**src/rtl/alu_result_fifo_if.sv**
```systemverilog
// Result write beat from the ALU and FWFT read handshake toward the consumer.
// The master side drives the writes and rd_ready; the slave side is the FIFO.
interface alu_result_fifo_if #(
    parameter int unsigned DATA_W = 4,
    parameter int unsigned SEQ_W  = 8
);
    logic              valid_out;
    logic [DATA_W-1:0] alu;
    logic              carry;
    logic              zero;
    logic              rd_valid;
    logic              rd_ready;
    logic [DATA_W-1:0] rd_alu;
    logic              rd_carry;
    logic              rd_zero;
    logic [SEQ_W-1:0]  rd_seq;

    modport master (
        output valid_out, alu, carry, zero, rd_ready,
        input  rd_valid, rd_alu, rd_carry, rd_zero, rd_seq
    );

    modport slave (
        input  valid_out, alu, carry, zero, rd_ready,
        output rd_valid, rd_alu, rd_carry, rd_zero, rd_seq
    );
endinterface

```
**src/rtl/alu_result_fifo.sv**
```systemverilog
// FWFT result FIFO behind the 4-bit ALU with sequence tags and the cin flag register.
// Define ALU_RES_DROP_CNT_EN to add the saturating dropped-beat counter.
module alu_result_fifo #(
    parameter int unsigned DEPTH  = 8,
    parameter int unsigned DATA_W = 4,
    parameter int unsigned SEQ_W  = 8,
    parameter int unsigned DROP_W = 8
) (
    input  logic                     clk,
    input  logic                     reset,
    alu_result_fifo_if.slave         bus,
    input  logic                     flag_clr,
    output logic                     cin,
    output logic [$clog2(DEPTH):0]   count,
    output logic                     full,
    output logic                     overflow,
    output logic [DROP_W-1:0]        drop_cnt
);
    localparam int unsigned PTR_W = $clog2(DEPTH);
    localparam int unsigned CNT_W = PTR_W + 1;

    typedef struct packed {
        logic [DATA_W-1:0] alu;
        logic              carry;
        logic              zero;
        logic [SEQ_W-1:0]  seq;
    } entry_t;

    entry_t             mem_q [DEPTH];
    entry_t             mem_d [DEPTH];
    logic [PTR_W-1:0]   wr_ptr_q, wr_ptr_d;
    logic [PTR_W-1:0]   rd_ptr_q, rd_ptr_d;
    logic [CNT_W-1:0]   count_q, count_d;
    logic [SEQ_W-1:0]   seq_q, seq_d;
    logic               full_q, full_d;
    logic               rd_valid_q, rd_valid_d;
    logic               cin_q, cin_d;
    logic               overflow_q, overflow_d;
    logic               push, pop, drop;

    // A full FIFO still accepts a write when the head leaves in the same cycle.
    always_comb begin
        pop  = rd_valid_q && bus.rd_ready;
        push = bus.valid_out && (!full_q || pop);
        drop = bus.valid_out && full_q && !pop;
    end

    always_comb begin
        mem_d      = mem_q;
        wr_ptr_d   = wr_ptr_q;
        rd_ptr_d   = rd_ptr_q;
        count_d    = count_q;
        seq_d      = seq_q;
        cin_d      = cin_q;
        overflow_d = overflow_q || drop;

        if (push) begin
            mem_d[wr_ptr_q] = '{alu: bus.alu, carry: bus.carry, zero: bus.zero, seq: seq_q};
            wr_ptr_d        = wr_ptr_q + PTR_W'(1);
            seq_d           = seq_q + SEQ_W'(1);
        end
        if (pop) begin
            rd_ptr_d = rd_ptr_q + PTR_W'(1);
        end

        case ({push, pop})
            2'b10:   count_d = count_q + CNT_W'(1);
            2'b01:   count_d = count_q - CNT_W'(1);
            default: count_d = count_q;
        endcase

        // Carry tracks every ALU beat, dropped or not; clear wins.
        if (flag_clr) begin
            cin_d = 1'b0;
        end else if (bus.valid_out) begin
            cin_d = bus.carry;
        end

        full_d     = (count_d == CNT_W'(DEPTH));
        rd_valid_d = (count_d != '0);
    end

    always_ff @(posedge clk or posedge reset) begin
        if (reset) begin
            for (int i = 0; i < DEPTH; i++) begin
                mem_q[i] <= '0;
            end
            wr_ptr_q   <= '0;
            rd_ptr_q   <= '0;
            count_q    <= '0;
            seq_q      <= '0;
            full_q     <= 1'b0;
            rd_valid_q <= 1'b0;
            cin_q      <= 1'b0;
            overflow_q <= 1'b0;
        end else begin
            mem_q      <= mem_d;
            wr_ptr_q   <= wr_ptr_d;
            rd_ptr_q   <= rd_ptr_d;
            count_q    <= count_d;
            seq_q      <= seq_d;
            full_q     <= full_d;
            rd_valid_q <= rd_valid_d;
            cin_q      <= cin_d;
            overflow_q <= overflow_d;
        end
    end

`ifdef ALU_RES_DROP_CNT_EN
    logic [DROP_W-1:0] drop_cnt_q, drop_cnt_d;

    // Saturates rather than wrapping so a large count is never mistaken for a small one.
    always_comb begin
        drop_cnt_d = drop_cnt_q;
        if (drop && (drop_cnt_q != '1)) begin
            drop_cnt_d = drop_cnt_q + DROP_W'(1);
        end
    end

    always_ff @(posedge clk or posedge reset) begin
        if (reset) begin
            drop_cnt_q <= '0;
        end else begin
            drop_cnt_q <= drop_cnt_d;
        end
    end

    assign drop_cnt = drop_cnt_q;
`else
    assign drop_cnt = '0;
`endif

    assign bus.rd_valid = rd_valid_q;
    assign bus.rd_alu   = mem_q[rd_ptr_q].alu;
    assign bus.rd_carry = mem_q[rd_ptr_q].carry;
    assign bus.rd_zero  = mem_q[rd_ptr_q].zero;
    assign bus.rd_seq   = mem_q[rd_ptr_q].seq;
    assign cin          = cin_q;
    assign count        = count_q;
    assign full         = full_q;
    assign overflow     = overflow_q;

endmodule

```
**src/flat_wrapper.sv**
```systemverilog
// flat-port wrapper written by rule: the top's interface ports become plain ports
module alu_result_fifo_flat 
#(
    parameter int unsigned DEPTH  = 8,
    parameter int unsigned DATA_W = 4,
    parameter int unsigned SEQ_W  = 8,
    parameter int unsigned DROP_W = 8
)
  (clk, reset, flag_clr, cin, count, full, overflow, drop_cnt, bus_valid_out, bus_alu, bus_carry, bus_zero, bus_rd_ready, bus_rd_valid, bus_rd_alu, bus_rd_carry, bus_rd_zero, bus_rd_seq);
  alu_result_fifo_if #(.DATA_W(DATA_W), .SEQ_W(SEQ_W)) bus_i ();
  input  logic clk;
  input  logic reset;
  input  logic flag_clr;
  output logic cin;
  output logic [$clog2(DEPTH):0] count;
  output logic full;
  output logic overflow;
  output logic [DROP_W-1:0] drop_cnt;
  input wire logic [$bits(bus_i.valid_out)-1:0] bus_valid_out;
  input wire logic [$bits(bus_i.alu)-1:0] bus_alu;
  input wire logic [$bits(bus_i.carry)-1:0] bus_carry;
  input wire logic [$bits(bus_i.zero)-1:0] bus_zero;
  input wire logic [$bits(bus_i.rd_ready)-1:0] bus_rd_ready;
  output wire logic [$bits(bus_i.rd_valid)-1:0] bus_rd_valid;
  output wire logic [$bits(bus_i.rd_alu)-1:0] bus_rd_alu;
  output wire logic [$bits(bus_i.rd_carry)-1:0] bus_rd_carry;
  output wire logic [$bits(bus_i.rd_zero)-1:0] bus_rd_zero;
  output wire logic [$bits(bus_i.rd_seq)-1:0] bus_rd_seq;
  assign bus_i.valid_out = bus_valid_out;
  assign bus_i.alu = bus_alu;
  assign bus_i.carry = bus_carry;
  assign bus_i.zero = bus_zero;
  assign bus_i.rd_ready = bus_rd_ready;
  assign bus_rd_valid = bus_i.rd_valid;
  assign bus_rd_alu = bus_i.rd_alu;
  assign bus_rd_carry = bus_i.rd_carry;
  assign bus_rd_zero = bus_i.rd_zero;
  assign bus_rd_seq = bus_i.rd_seq;
  alu_result_fifo #(.DEPTH(DEPTH), .DATA_W(DATA_W), .SEQ_W(SEQ_W), .DROP_W(DROP_W)) u_core (.clk(clk), .reset(reset), .bus(bus_i), .flag_clr(flag_clr), .cin(cin), .count(count), .full(full), .overflow(overflow), .drop_cnt(drop_cnt));
endmodule
```
**config.mk**
```make
export PLATFORM = sky130hd
export DESIGN_NAME = alu_result_fifo_flat
export DESIGN_NICKNAME = d
export VERILOG_FILES = /design/src/rtl/alu_result_fifo_if.sv /design/src/rtl/alu_result_fifo.sv /design/src/flat_wrapper.sv
export SDC_FILE = /design/constraint.sdc
export NUM_CORES = 1
export LEC_CHECK = 0
export CORE_AREA = 2 2 121 123
export DETAILED_ROUTE_END_ITERATION = 8
export DIE_AREA = 0 0 123 125
export PLACE_DENSITY = 0.73
export SYNTH_ARGS = -nofsm -noshare
export SYNTH_HDL_FRONTEND = slang
export SYNTH_SLANG_ARGS = --single-unit
```
**constraint.sdc**
```tcl
create_clock -name clk -period 9.2 [get_ports clk]
set_input_delay 0.92 -clock clk [delete_from_list [all_inputs] [get_ports clk]]
set_output_delay 0.92 -clock clk [all_outputs]
set_load 0.05 [all_outputs]
```
# == After elaboration in Yosys (flattened, before gate mapping) ==
# Cells that the tools add are included.
# classes
add_sub_neg,5
multipliers,0
n_div,0
n_lt_le_gt_ge,3
n_eq_ne,3
n_shift,0
mux,9
n_bitwise,2
reduce_logical,11
# op_table
op,count
$bwmux 112,1
$bmux 14 s3,1
$demux 14 s3,1
$mux 14,3
$add 8x1->8 const B,1
$ge 4x4->1 const B,2
$not 3->4,2
$pmux 4 s2,1
$add 3x1->3 const B,2
$logic_and 1x1->1,5
$add 4x1->4 const B,1
$eq 4x4->1 const B,1
$lt 4x1->1 const B,1
$reduce_bool 4->1,1
$sub 4x1->4 const B,1
$eq 2x1->1 const B,1
$eq 2x2->1 const B,1
$logic_not 1->1,2
$logic_or 1x1->1,2
$mux 1,2
$reduce_bool 2->1,1
# word_totals
register_bits,134
latch_bits,0
mem_bits_rw,0
rom_bits,0
out_inout_bits,30
word_cells,73
memories,0

# == Depth between registers and ports, before layout ==
# logic_depth
ltp_word,6
ltp_mapped,11
depth_no_buf,10

# == Worst setup path before layout ==
# OpenSTA, ideal clock, no wires.
# synth_timing
path_kind,input-to-reg
startpoint,in bus_rd_ready
endpoint,reg u_core.rd_valid_q (netlist: u_core.bus.rd_valid)
setup_ps,135
t_arrival_ps,2680
t_required_ps,9065
path_slack_ps,6384
stages,11
path_buffers,1
cell_sequence,a21bo_1 -> and2_1 -> buf_6 -> inv_6 -> ha_1 -> xor2_1 -> ha_1 -> nor3b_1 -> nor2_1 -> a211oi_1 -> o211ai_1
# synth_between
elab_chain_len,6
elab_cells_between_ends,7
# synth_lines
item,line_no,source
start: declaration,flat_wrapper.sv:23,input wire logic [$bits(bus_i.rd_ready)-1:0] bus_rd_ready;
$logic_and 1x1->1 *,alu_result_fifo.sv:43,pop = rd_valid_q && bus.rd_ready;
$logic_or 1x1->1,alu_result_fifo.sv:44,push = bus.valid_out && (!full_q || pop);
$logic_and 1x1->1,alu_result_fifo.sv:44,
$eq 2x1->1 or $eq 2x2->1 (tied branches),alu_result_fifo.sv:66,"case ({push, pop})"
$pmux 4 s2 *,alu_result_fifo.sv:66,
$reduce_bool 4->1 *,alu_result_fifo.sv:80,rd_valid_d = (count_d != '0);
named net u_core.rd_valid_d,alu_result_fifo.sv:36,"logic rd_valid_q, rd_valid_d;"
end signal: assignment,alu_result_fifo.sv:103,rd_valid_q <= rd_valid_d;
end: declaration,alu_result_fifo.sv:36,
# The timed path passes the listed nets; every way through them passes the cells marked *.
# A chain may end at the register's enable or synchronous reset.

# == Worst setup path in the final report ==
# layout_timing
startpoint,reg u_core.rd_ptr_q[0]
endpoint,out bus_rd_seq[1]
# layout_between
elab_chain_len,4
# layout_lines
item,line_no,source
start: declaration,alu_result_fifo.sv:32,"logic [PTR_W-1:0] rd_ptr_q, rd_ptr_d;"
start signal: assignment,alu_result_fifo.sv:99,rd_ptr_q <= rd_ptr_d;
$not 3->4 (not written as such),alu_result_fifo.sv:137,assign bus.rd_seq = mem_q[rd_ptr_q].seq;
$bmux 14 s3,alu_result_fifo.sv:137,
$mux 14 (2 in a row),n/a,
end: declaration,flat_wrapper.sv:28,output wire logic [$bits(bus_i.rd_seq)-1:0] bus_rd_seq;
# No other way between the ends. The select of a mux whose other input is x is not followed.

==> results.env <==
FINALMAXSLEWVIOLATIONS=0
ENDPOINT_KIND='primary output'
ROUTE.ANTENNA.REMAINING_NETS=0
CRIT_PATH_MAX_FANOUT=30
SYNTH_FF_TYPE='sky130_fd_sc_hd__dfrtp_1'
CTS_ROOT_BUF='sky130_fd_sc_hd__clkbuf_16'
CTS.SINKS=134
VIAS_IN_THE_FIRST_GLOBAL_ROUTE=3754
SYNTHDOMINANTCELLAREASHARE_PCT=53.79
SYN_AVG_CELL_AREA_SQ_UM=15.43
CLOCK_SKEW_NS=0.006121
CAP_VIOL_MAX_COUNT=0
POST_ROUTE_CELLS_DRIVE_ABOVE_1_SHARE_PCT=43.86
FP.COREAREA_SQ_UM=14200
CLOCKBUFFERDEPTH=2
TIMING.FINAL.HOLD_VIOLATIONS=0
RELSLEWSLACK_PCT=20.20
SYNTHESIS.AREA_SQ_UM=6233
SYNTHDOMINANTAREACELLTYPE='sky130_fd_sc_hd__dfrtp_1'
CTS_HTREE_LEVELS=4
POSTLAYOUTSETUPSLACKWORST_NS=5.178
VDD_DROP_MAX_uV=237.4
TIMING.FINAL.CRIT_SHARE_PCT=43.72
CTS_BUFFERS=17
POST_DRT_VIA_CELL_RATIO=5.519
NETLIST-CELL-TYPE-COUNT=41
FINAL-SETUP-VIOL-COUNT=0
POST_CTS_RESIZED=0
HOLD_WS_NS=0.4688
ANTENNA-DIODE-COUNT=0
PRECTSSETUPSLACK_NS=5.365
SETUP_FIX_BUFS_POST_CTS=0
UTILIZATION_PCT=50.28
POST-SYNTH-TOP-COUNT-CELL='sky130_fd_sc_hd__dfrtp_1'
PLACE.PORT_BUFFERS=32
SYNTH_ENABLE_FLOP_CELLS=0
POST_DRT_WL_PER_CELL_UM=18.57
INITIAL_UTILIZATION_PCT=43.89
ITER_0_DRT_VIOLATIONS=107
FILLERS=1215
GLOBALROUTETOTALUTIL_PCT=16.69
POSTROUTEWIRELENGTH_UM=11590
DRT_PRE_ANTENNA_ITERS=4
GLOBALROUTEOVERFLOWTOTAL=0
MAXCLOCKFREQUENCY_GHz=0.2486
DRC=0
DIE_AREA_SQ_UM=15380
GLOBALPLACE.CONGESTION=0.7068
CRITICAL_PATH.REG2REG.ENDPOINT='u_core.bus.rd_valid$_DFF_PP0_'
SETUP_REPAIR_AFTER_GLOBAL_ROUTING_MISSED_ITS_MARGIN='no'
CTS_HOLD_BUFFERS=0
REG2REG_SLACK_NS=6.33
SETUP_TOTAL_NEGATIVE_SLACK_NS=0
POWER_DENSITY_nW_PER_UM2=400.1
SYNTH.TOP_CELLS.BY_AREA='sky130_fd_sc_hd__dfrtp_1 (54%), sky130_fd_sc_hd__mux2_2 (23%), sky130_fd_sc_hd__mux4_2 (10%)'
SYNTH-ASYNC-RESET-RATIO_PCT=100.0
CLKSLEWWORSTSETUPHOLDPATHS_NS=0.05
TRITONCTS='done'
CRITPATHKIND='flip-flop to primary output'
PIN_COUNT_OF_THE_BIGGEST_NET_ENTERING_GLOBAL_ROUTING=70
FINALNETCOUNT=445
MAX_SLEW.WORST_PIN.SLEW_NS=1.192
WORSTHOLDPATHTYPE='flip-flop to flip-flop'
ANTENNA_FOUND_INITIAL=0
RR_WORST_DEPTH=10
AREA_GROWTH_PCT=14.57
SYNTHESIZED_INSTANCE_COUNT=404
MIN_TO='u_core.overflow$_DFF_PP0_'
DIEWIDTH_UM=123
DETAILEDPLACEMENTHPWL_UM=6928
FP-ROW-COUNT=44
POST_SYNTH_MOST_FREQUENT_CELLS='sky130_fd_sc_hd__dfrtp_1 (134), sky130_fd_sc_hd__mux2_2 (128), sky130_fd_sc_hd__mux4_2 (28)'
HOLD_PATH_STARTPOINT='u_core.overflow$_DFF_PP0_'
FINAL_PERIOD_MINUS_WORST_SETUP_SLACK_NS=4.022
WIRE_LENGTH_OF_THE_FIRST_GLOBAL_ROUTING_PASS_UM=19560
CHIPHEIGHT_UM=125
START_KIND='flip-flop'
MIN_DELAY_PATH_DEPTH=1
NUM_IO_PINS=41
SYNTH.FF_LATCH_COUNT=134
DETAILROUTE.VIA_COUNT=3444
CLOCK_LATENCY_ON_THE_WORST_SKEW_PAIR_NS=0.41
POWER_LEAKAGE_nW=3.102
CP.REQUIRED_NS=8.28
REG2REG_FROM='u_core.full$_DFF_PP0_'
SEQ_TOTAL_AREA_YOSYS_PCT=53.79
WORST_PATH_ARRIVAL_NS=3.10
YS_WARN_COUNT=0
RUN_STATUS='finished clean'
[routing by layer]
metal  routed length [um]  GRT usage (%)  up-vias
met5                    0              0        -
met4                  159          6.417        0
met3                  437          3.969       16
met2                 5722          26.13       64
met1                 5270          22.60     1846
li1                     -              -     1518
[flip-flops by register name, indices dropped and copies added (netlist names)]
name                 count
u_core.wr_ptr_q          3
u_core.full              1
u_core.cin               1
u_core.count             4
u_core.bus.rd_valid      1
u_core.overflow          1
u_core.rd_ptr_q          3
u_core.mem_q           112
u_core.seq_q             8
[critical path, cell delays in order, from the launching register on]
cell                              delay, ns
sky130_fd_sc_hd__dfrtp_2               1.06
sky130_fd_sc_hd__mux4_2                0.62
sky130_fd_sc_hd__mux2_2                0.29
sky130_fd_sc_hd__clkdlybuf4s50_1       0.71
[layout make-up]
class	count	area (sq um)	share of cell area (%)
timing repair buffer	35	342.8	4.800
inverter	4	22.52	0.3153
clock buffer	27	503.0	7.043
clock inverter	4	20.02	0.2803
sequential	134	3356	46.99
multi-input combinational	236	2668	37.35
tap	184	230.2	3.224
[cell families (layout without fill, tap and decap cells)]
logic type | count (synthesis) | in the layout | share of synthesized area [%]
compound gates | 9 | 9 | 1.124
xor+xnor | 15 | 15 | 2.108
fa+ha+maj | 6 | 6 | 1.204
buf+inv | 41 | 70 | 3.834
flops | 134 | 134 | 53.79
mux | 157 | 157 | 33.40
other cells | 1 | 8 | 0.06016
simple gates | 41 | 41 | 4.476
[through the flow]
| step | total power, mW | cells | instance area, sq um |
|---|---|---|---|
| global route | 3.021 | 624 | 7142 |
| floorplan | 1.977 | 411 | 6260 |
| detailed placement | 2.283 | 593 | 6619 |
| finish | 2.858 | 624 | 7142 |
| global placement | 2.232 | 593 | 6619 |
| CTS | 2.888 | 624 | 7142 |
[cell usage in the layout (no fill, tap or decap), types with 3 or more instances in the layout]
cell	synthesis	layout
sky130_fd_sc_hd__buf_4	12	3
sky130_fd_sc_hd__clkbuf_1	8	6
sky130_fd_sc_hd__clkbuf_16	0	17
sky130_fd_sc_hd__clkbuf_8	0	4
sky130_fd_sc_hd__clkdlybuf4s50_1	0	32
sky130_fd_sc_hd__clkinv_2	0	4
sky130_fd_sc_hd__conb_1	1	8
sky130_fd_sc_hd__dfrtp_1	134	132
sky130_fd_sc_hd__ha_1	6	6
sky130_fd_sc_hd__mux2_2	128	128
sky130_fd_sc_hd__mux4_2	28	28
sky130_fd_sc_hd__nand2_1	14	14
sky130_fd_sc_hd__nand4_1	4	4
sky130_fd_sc_hd__nand4b_1	3	3
sky130_fd_sc_hd__nor2_1	3	3
sky130_fd_sc_hd__xnor2_1	13	13
[worst max-delay path by stage]
stage,start,endpoint,slack (ns),cells after the start
after floorplan,reset,u_core.bus.rd_valid$_DFF_PP0_,4.70,1
after global placement,bus_rd_ready,u_core.mem_q[42]$_DFFE_PP0P_,5.44,6
after detailed placement,bus_rd_ready,u_core.bus.rd_valid$_DFF_PP0_,5.37,11
after CTS,u_core.rd_ptr_q[0]$_DFFE_PP0P_,bus_rd_seq[1],5.10,3
after global routing,u_core.rd_ptr_q[0]$_DFFE_PP0P_,bus_rd_seq[1],4.99,3
final,u_core.rd_ptr_q[0]$_DFFE_PP0P_,bus_rd_seq[1],5.18,3
[power by group]
group | internal, mW | switching [mW]
registers | 0.839 | 0.266
logic | 0.617 | 0.539
clock network | 0.369 | 0.228
total | 1.82 | 1.03
Power figures use the tool's default switching activity.
